$ cat src/rtl/ram_arbiter_if.sv
// ram_arbiter_if: CPU, host and RAM signal bundle around the RAM arbiter
interface ram_arbiter_if #(
    parameter int AW = 5,
    parameter int DW = 8
);
    logic          cpu_req;
    logic          cpu_we;
    logic [AW-1:0] cpu_addr;
    logic [DW-1:0] cpu_wdata;
    logic          cpu_ack;
    logic [DW-1:0] cpu_rdata;
    logic          host_req;
    logic          host_we;
    logic [AW-1:0] host_addr;
    logic [DW-1:0] host_wdata;
    logic          host_lock;
    logic          host_ack;
    logic [DW-1:0] host_rdata;
    logic [AW-1:0] ram_addr;
    logic          ram_we;
    logic [DW-1:0] ram_wdata;
    logic [DW-1:0] ram_rdata;
    logic [1:0]    owner;

    modport slave (
        input  cpu_req, cpu_we, cpu_addr, cpu_wdata,
        input  host_req, host_we, host_addr, host_wdata, host_lock,
        input  ram_rdata,
        output cpu_ack, cpu_rdata, host_ack, host_rdata,
        output ram_addr, ram_we, ram_wdata, owner
    );

    modport master (
        output cpu_req, cpu_we, cpu_addr, cpu_wdata,
        output host_req, host_we, host_addr, host_wdata, host_lock,
        output ram_rdata,
        input  cpu_ack, cpu_rdata, host_ack, host_rdata,
        input  ram_addr, ram_we, ram_wdata, owner
    );
endinterface

$ cat src/rtl/ram_arbiter.sv
// ram_arbiter: round-robin CPU/host sharing of one RAM with host burst lock
module ram_arbiter #(
    parameter int AW = 5,
    parameter int DW = 8
) (
    input  logic          clk_i,
    input  logic          reset_ni,
    ram_arbiter_if.slave  bus
);
    typedef enum logic [1:0] {IDLE, ACCESS, ACK} state_t;

    state_t        state_q;
    logic [1:0]    owner_q;
    logic [AW-1:0] ram_addr_q;
    logic [DW-1:0] ram_wdata_q;
    logic          ram_we_q;
    logic          cpu_ack_q;
    logic          host_ack_q;
    logic [DW-1:0] cpu_rdata_q;
    logic [DW-1:0] host_rdata_q;
    logic          last_host_q;
    logic          lock_q;
    logic          host_win;

    // Host wins when alone, when locked, or when the CPU had the previous turn
    assign host_win = bus.host_req && (!bus.cpu_req || lock_q || !last_host_q);

    // Three-state sequencer; every output is a register
    always_ff @(posedge clk_i or negedge reset_ni) begin
        if (!reset_ni) begin
            state_q      <= IDLE;
            owner_q      <= 2'b00;
            ram_addr_q   <= '0;
            ram_wdata_q  <= '0;
            ram_we_q     <= 1'b0;
            cpu_ack_q    <= 1'b0;
            host_ack_q   <= 1'b0;
            cpu_rdata_q  <= '0;
            host_rdata_q <= '0;
            last_host_q  <= 1'b1;
            lock_q       <= 1'b0;
        end else begin
            case (state_q)
                IDLE: begin
                    if (bus.cpu_req || bus.host_req) begin
                        state_q     <= ACCESS;
                        owner_q     <= host_win ? 2'b10 : 2'b01;
                        ram_addr_q  <= host_win ? bus.host_addr : bus.cpu_addr;
                        ram_wdata_q <= host_win ? bus.host_wdata : bus.cpu_wdata;
                        ram_we_q    <= host_win ? bus.host_we : bus.cpu_we;
                    end
                    if (lock_q && !bus.host_req && bus.cpu_req)
                        lock_q <= 1'b0;
                end
                ACCESS: begin
                    state_q    <= ACK;
                    ram_we_q   <= 1'b0;
                    cpu_ack_q  <= owner_q[0];
                    host_ack_q <= owner_q[1];
                    if (!ram_we_q && owner_q[1])
                        host_rdata_q <= bus.ram_rdata;
                    if (!ram_we_q && owner_q[0])
                        cpu_rdata_q <= bus.ram_rdata;
                end
                ACK: begin
                    state_q     <= IDLE;
                    cpu_ack_q   <= 1'b0;
                    host_ack_q  <= 1'b0;
                    last_host_q <= owner_q[1];
                    lock_q      <= owner_q[1] && bus.host_lock;
                    owner_q     <= 2'b00;
                end
                default: state_q <= IDLE;
            endcase
        end
    end

    assign bus.owner      = owner_q;
    assign bus.ram_addr   = ram_addr_q;
    assign bus.ram_wdata  = ram_wdata_q;
    assign bus.ram_we     = ram_we_q;
    assign bus.cpu_ack    = cpu_ack_q;
    assign bus.host_ack   = host_ack_q;
    assign bus.cpu_rdata  = cpu_rdata_q;
    assign bus.host_rdata = host_rdata_q;
endmodule

$ cat src/flat_wrapper.sv
// flat-port wrapper written by rule: the top's interface ports become plain ports
module ram_arbiter_flat 
#(
    parameter int AW = 5,
    parameter int DW = 8
)
  (clk_i, reset_ni, bus_cpu_req, bus_cpu_we, bus_cpu_addr, bus_cpu_wdata, bus_host_req, bus_host_we, bus_host_addr, bus_host_wdata, bus_host_lock, bus_ram_rdata, bus_cpu_ack, bus_cpu_rdata, bus_host_ack, bus_host_rdata, bus_ram_addr, bus_ram_we, bus_ram_wdata, bus_owner);
  ram_arbiter_if #(.AW(AW), .DW(DW)) bus_i ();
  input  logic clk_i;
  input  logic reset_ni;
  input wire logic [$bits(bus_i.cpu_req)-1:0] bus_cpu_req;
  input wire logic [$bits(bus_i.cpu_we)-1:0] bus_cpu_we;
  input wire logic [$bits(bus_i.cpu_addr)-1:0] bus_cpu_addr;
  input wire logic [$bits(bus_i.cpu_wdata)-1:0] bus_cpu_wdata;
  input wire logic [$bits(bus_i.host_req)-1:0] bus_host_req;
  input wire logic [$bits(bus_i.host_we)-1:0] bus_host_we;
  input wire logic [$bits(bus_i.host_addr)-1:0] bus_host_addr;
  input wire logic [$bits(bus_i.host_wdata)-1:0] bus_host_wdata;
  input wire logic [$bits(bus_i.host_lock)-1:0] bus_host_lock;
  input wire logic [$bits(bus_i.ram_rdata)-1:0] bus_ram_rdata;
  output wire logic [$bits(bus_i.cpu_ack)-1:0] bus_cpu_ack;
  output wire logic [$bits(bus_i.cpu_rdata)-1:0] bus_cpu_rdata;
  output wire logic [$bits(bus_i.host_ack)-1:0] bus_host_ack;
  output wire logic [$bits(bus_i.host_rdata)-1:0] bus_host_rdata;
  output wire logic [$bits(bus_i.ram_addr)-1:0] bus_ram_addr;
  output wire logic [$bits(bus_i.ram_we)-1:0] bus_ram_we;
  output wire logic [$bits(bus_i.ram_wdata)-1:0] bus_ram_wdata;
  output wire logic [$bits(bus_i.owner)-1:0] bus_owner;
  assign bus_i.cpu_req = bus_cpu_req;
  assign bus_i.cpu_we = bus_cpu_we;
  assign bus_i.cpu_addr = bus_cpu_addr;
  assign bus_i.cpu_wdata = bus_cpu_wdata;
  assign bus_i.host_req = bus_host_req;
  assign bus_i.host_we = bus_host_we;
  assign bus_i.host_addr = bus_host_addr;
  assign bus_i.host_wdata = bus_host_wdata;
  assign bus_i.host_lock = bus_host_lock;
  assign bus_i.ram_rdata = bus_ram_rdata;
  assign bus_cpu_ack = bus_i.cpu_ack;
  assign bus_cpu_rdata = bus_i.cpu_rdata;
  assign bus_host_ack = bus_i.host_ack;
  assign bus_host_rdata = bus_i.host_rdata;
  assign bus_ram_addr = bus_i.ram_addr;
  assign bus_ram_we = bus_i.ram_we;
  assign bus_ram_wdata = bus_i.ram_wdata;
  assign bus_owner = bus_i.owner;
  ram_arbiter #(.AW(AW), .DW(DW)) u_core (.clk_i(clk_i), .reset_ni(reset_ni), .bus(bus_i));
endmodule
$ cat config.mk
export PLATFORM = sky130hd
export DESIGN_NAME = ram_arbiter_flat
export DESIGN_NICKNAME = d
export VERILOG_FILES = /design/src/rtl/ram_arbiter_if.sv /design/src/rtl/ram_arbiter.sv /design/src/flat_wrapper.sv
export SDC_FILE = /design/constraint.sdc
export NUM_CORES = 1
export LEC_CHECK = 0
export BUFFER_PORTS_ARGS = -buffer_cell sky130_fd_sc_hd__buf_2
export CAP_MARGIN = 20
export CORE_MARGIN = 2
export CORE_UTILIZATION = 42
export CTS_CLUSTER_SIZE = 16
export DETAILED_ROUTE_END_ITERATION = 8
export GPL_ROUTABILITY_DRIVEN = 0
export PLACE_DENSITY_LB_ADDON = 0.05
export SYNTH_ARGS = -nofsm -noshare
export SYNTH_HDL_FRONTEND = slang
export SYNTH_SLANG_ARGS = --single-unit
$ cat constraint.sdc
create_clock -name clk_i -period 1.6 [get_ports clk_i]
set_input_delay 0.4 -clock clk_i [delete_from_list [all_inputs] [get_ports clk_i]]
set_output_delay 0.4 -clock clk_i [all_outputs]
set_load 0.005 [all_outputs]
==> impl_metrics.yaml <==
drt:
  num_vias: 1388
  wl_um: 3900
  drtIter0Drc: 59
  viasPerCell: 5.28
  avgRoutedWirePerCell_um: 14.8
  first_pass_iters: 4
  ant_nets: 0
  drcViolationCount: 0
die:
  ios: 75
  initial_core_util: 0.428
  die_w_um: 67.4
  core-area_sq_mm: 0.00394
  die_h_um: 67.4
  core.rowCount: 23
  fp.dieArea_sq_mm: 0.00454
yosys:
  ys_seq_area_frac: 0.565
  syn_avg_cell_area_sq_um: 13.4
  synthArstFlopShare: 1.00
  ys.warnings.count: 0
  synth.area.mux_share: 0.127
  synth_cell_types: 31
  synth_xor_area_frac: 0
  syn_nets: 171
  synth-edff-count: 0
  synth-simple-area-share: 0.117
  ys_ff_latch: 38
  synth_compound_gate_area_share: 0.134
  synthAdderAreaFrac: 0.0297
  syn_inst: 126
  ys.flop_type: "dfrtp_1"
  synth_area_sq_mm: 0.00169
  synth_top_family_by_area: "compound AO/OA/AOI/OAI gates"
grt:
  antenna_found_initial: 0
  grt_pass1_wl_um: 6270
  grt_max_degree: 19
  grt_remaining_overflow: 0
  grt_pass1_vias: 1371
  grt.total_usage: 0.189
timing:
  layout_min_cycle_time_ns: 1.51
  setup_viol: 0
  post-route-period-util: 0.944
  clock.fmax_mhz: 662
  max_slew_margin: 0.717
  fin_skew_ns: 0.00375
  tightest_slew_ns: 0.424
  report.final.slew_viol_count: 0
  hold_violations: 0
  grt_setup_unrepaired: "false"
run_status:
  status: "complete, no violations"
worst_setup_path:
  end_kind: "register"
  path_buf_inv: 2
  path_cells: "inv_1 -> ha_2 -> o21ai_4 -> buf_4 -> nand2_1 -> mux2_1"
  rrSetupSlack_ns: 0.09
  crit_slowest_cell: "dfrtp_1"
  reg2reg_from: "u_core.state_q[0]$_DFFE_PN0P_"
  cp_data_required_time_ns: 1.76
  crit_cells: 6
  crit_type: "reg2reg"
  endpoint: "u_core.state_q[1]$_DFFE_PN0P_"
  path_max_fanout: 6
  critPathArrivalTime_ns: 1.67
  critical_path.max_stage_delay_ns: 0.39
  crit_family: "flip-flops"
  worstReg2RegEnd: "u_core.state_q[1]$_DFFE_PN0P_"
  worstSetupStartpoint: "u_core.state_q[0]$_DFFE_PN0P_"
  start_kind: "register"
  rr_worst_depth: 6
final_layout:
  drive_gt1_frac: 0.563
  final_nets: 258
  final_util: 0.582
  layout_common_cells: "74 x buf_2, 37 x dfrtp_1, 17 x mux2_2"
  nFillCells: 340
  regArea_sq_um: 952
  area_growth_pct: 36.0
  finalNonFillerCells: 263
  multiInputGateArea_sq_um: 706
  n_antenna_cell: 0
  layout_commonest_cell: "buf_2"
power:
  p_per_area_mw_per_mm2: 1930
  cellLeakagePower_nw: 1.14
  ir_drop_mv: 0.741
hold_path:
  hold_path.class: "in2async"
clock_tree:
  cts-hold-fix-buffers: 0
  clkTransAtPathRegs_ns: 0.07
  cts.sinks: 38
  clock_latency_ns: 0.28
  cts_made_buffers: 5
  tritoncts: "built"
  htreeDepth: 2
  clockBufferDepth: 2
  postCtsSetupRepairBufs: 0
  cts-root-buf: "clkbuf_8"
  cts-resized-gates: 1
placement:
  dp_hpwl_um: 3050
  port_buffers: 74
  dp.cells: 256
flow_run:
  maxCapViolCount: 0
logic make-up after synthesis:
group	Yosys count
AO/OA/AOI/OAI	25
adder cells (fa/ha/maj)	4
buffers and inverters	8
flip-flops	38
multiplexers	19
AND/OR/NAND/NOR	32
synth_stat cells, types with 2 or more instances:
master / count / area [sq um]
mux2_2: 17 / 191
a31o_2: 2 / 17.5
buf_4: 2 / 15.0
nand2b_1: 3 / 18.8
mux2_1: 2 / 22.5
ha_1: 4 / 50.1
dfrtp_1: 37 / 926
and2_1: 7 / 43.8
nor2b_1: 4 / 25.0
a221o_1: 13 / 130
o21ai_0: 2 / 10.0
inv_1: 4 / 15.0
nand2_1: 5 / 18.8
nand3_1: 2 / 10.0
and2_0: 6 / 37.5
state kept, by name (all words and copies together) (netlist names), 2 cells and up:
signal / flops
u_core.bus.cpu_rdata: 8
u_core.state_q: 2
u_core.bus.ram_wdata: 8
u_core.bus.host_rdata: 8
u_core.bus.owner: 2
u_core.bus.ram_addr: 5
through the flow:
step	setup slack, ns	instance area [sq um]	hold WS, ns	power [mW]	TNS, ns
finish	0.0890	2290	0.0467	4.42	0
global route	0.00281	2290	0.0657	4.76	0
CTS	-0.0237	2280	0.0511	4.44	-0.160
detailed placement	-0.0850	2160	0.367	3.60	-1.09
global placement	-0.0173	2160	0.349	3.51	-0.199
floorplan	0.0356	1690	0.104	2.77	0
how the worst min path moves through the flow:
stage	endpoint	slack [ns]	from	depth (start not counted)
after detailed placement	u_core.bus.ram_wdata[7]$_DFFE_PN0P_	0.37	reset_ni	1
after CTS	u_core.bus.ram_wdata[3]$_DFFE_PN0P_	0.05	reset_ni	1
after global routing	u_core.bus.ram_addr[1]$_DFFE_PN0P_	0.07	reset_ni	1
final	u_core.bus.ram_addr[3]$_DFFE_PN0P_	0.05	reset_ni	1
after floorplan	u_core.bus.cpu_ack$_DFFE_PN0P_	0.10	reset_ni	0
after global placement	u_core.bus.ram_wdata[7]$_DFFE_PN0P_	0.35	reset_ni	1
worst register-to-register path: stages, from the launching register on:
cell and delay [ns]:
dfrtp_1 0.39, inv_1 0.09, ha_2 0.25, o21ai_4 0.09, buf_4 0.15, nand2_1 0.09, mux2_1 0.33
power breakdown:
group	total, mW	leakage, nW	internal, mW	switching (mW)
clock network	0.813	0.0573	0.498	0.315
logic	1.93	0.623	1.08	0.847
registers	1.68	0.461	1.43	0.246
total	4.42	1.14	3.01	1.41
routing by layer:
metal | global-route usage | wire, um
met4 | 0.0842 | 71
met3 | 0.0367 | 221
met1 | 0.248 | 1640
met2 | 0.304 | 1960
met5 | 0 | 0
area by class of cell:
class,instances,share of cell area
Clock buffer,6,0.0360
Clock inverter,1,0.0131
Inverter,4,0.00655
Multi-Input combinational cell,80,0.308
Sequential cell,38,0.415
Tap cell,50,0.0273
Timing Repair Buffer,84,0.194
(Power assumes the default switching activity.)
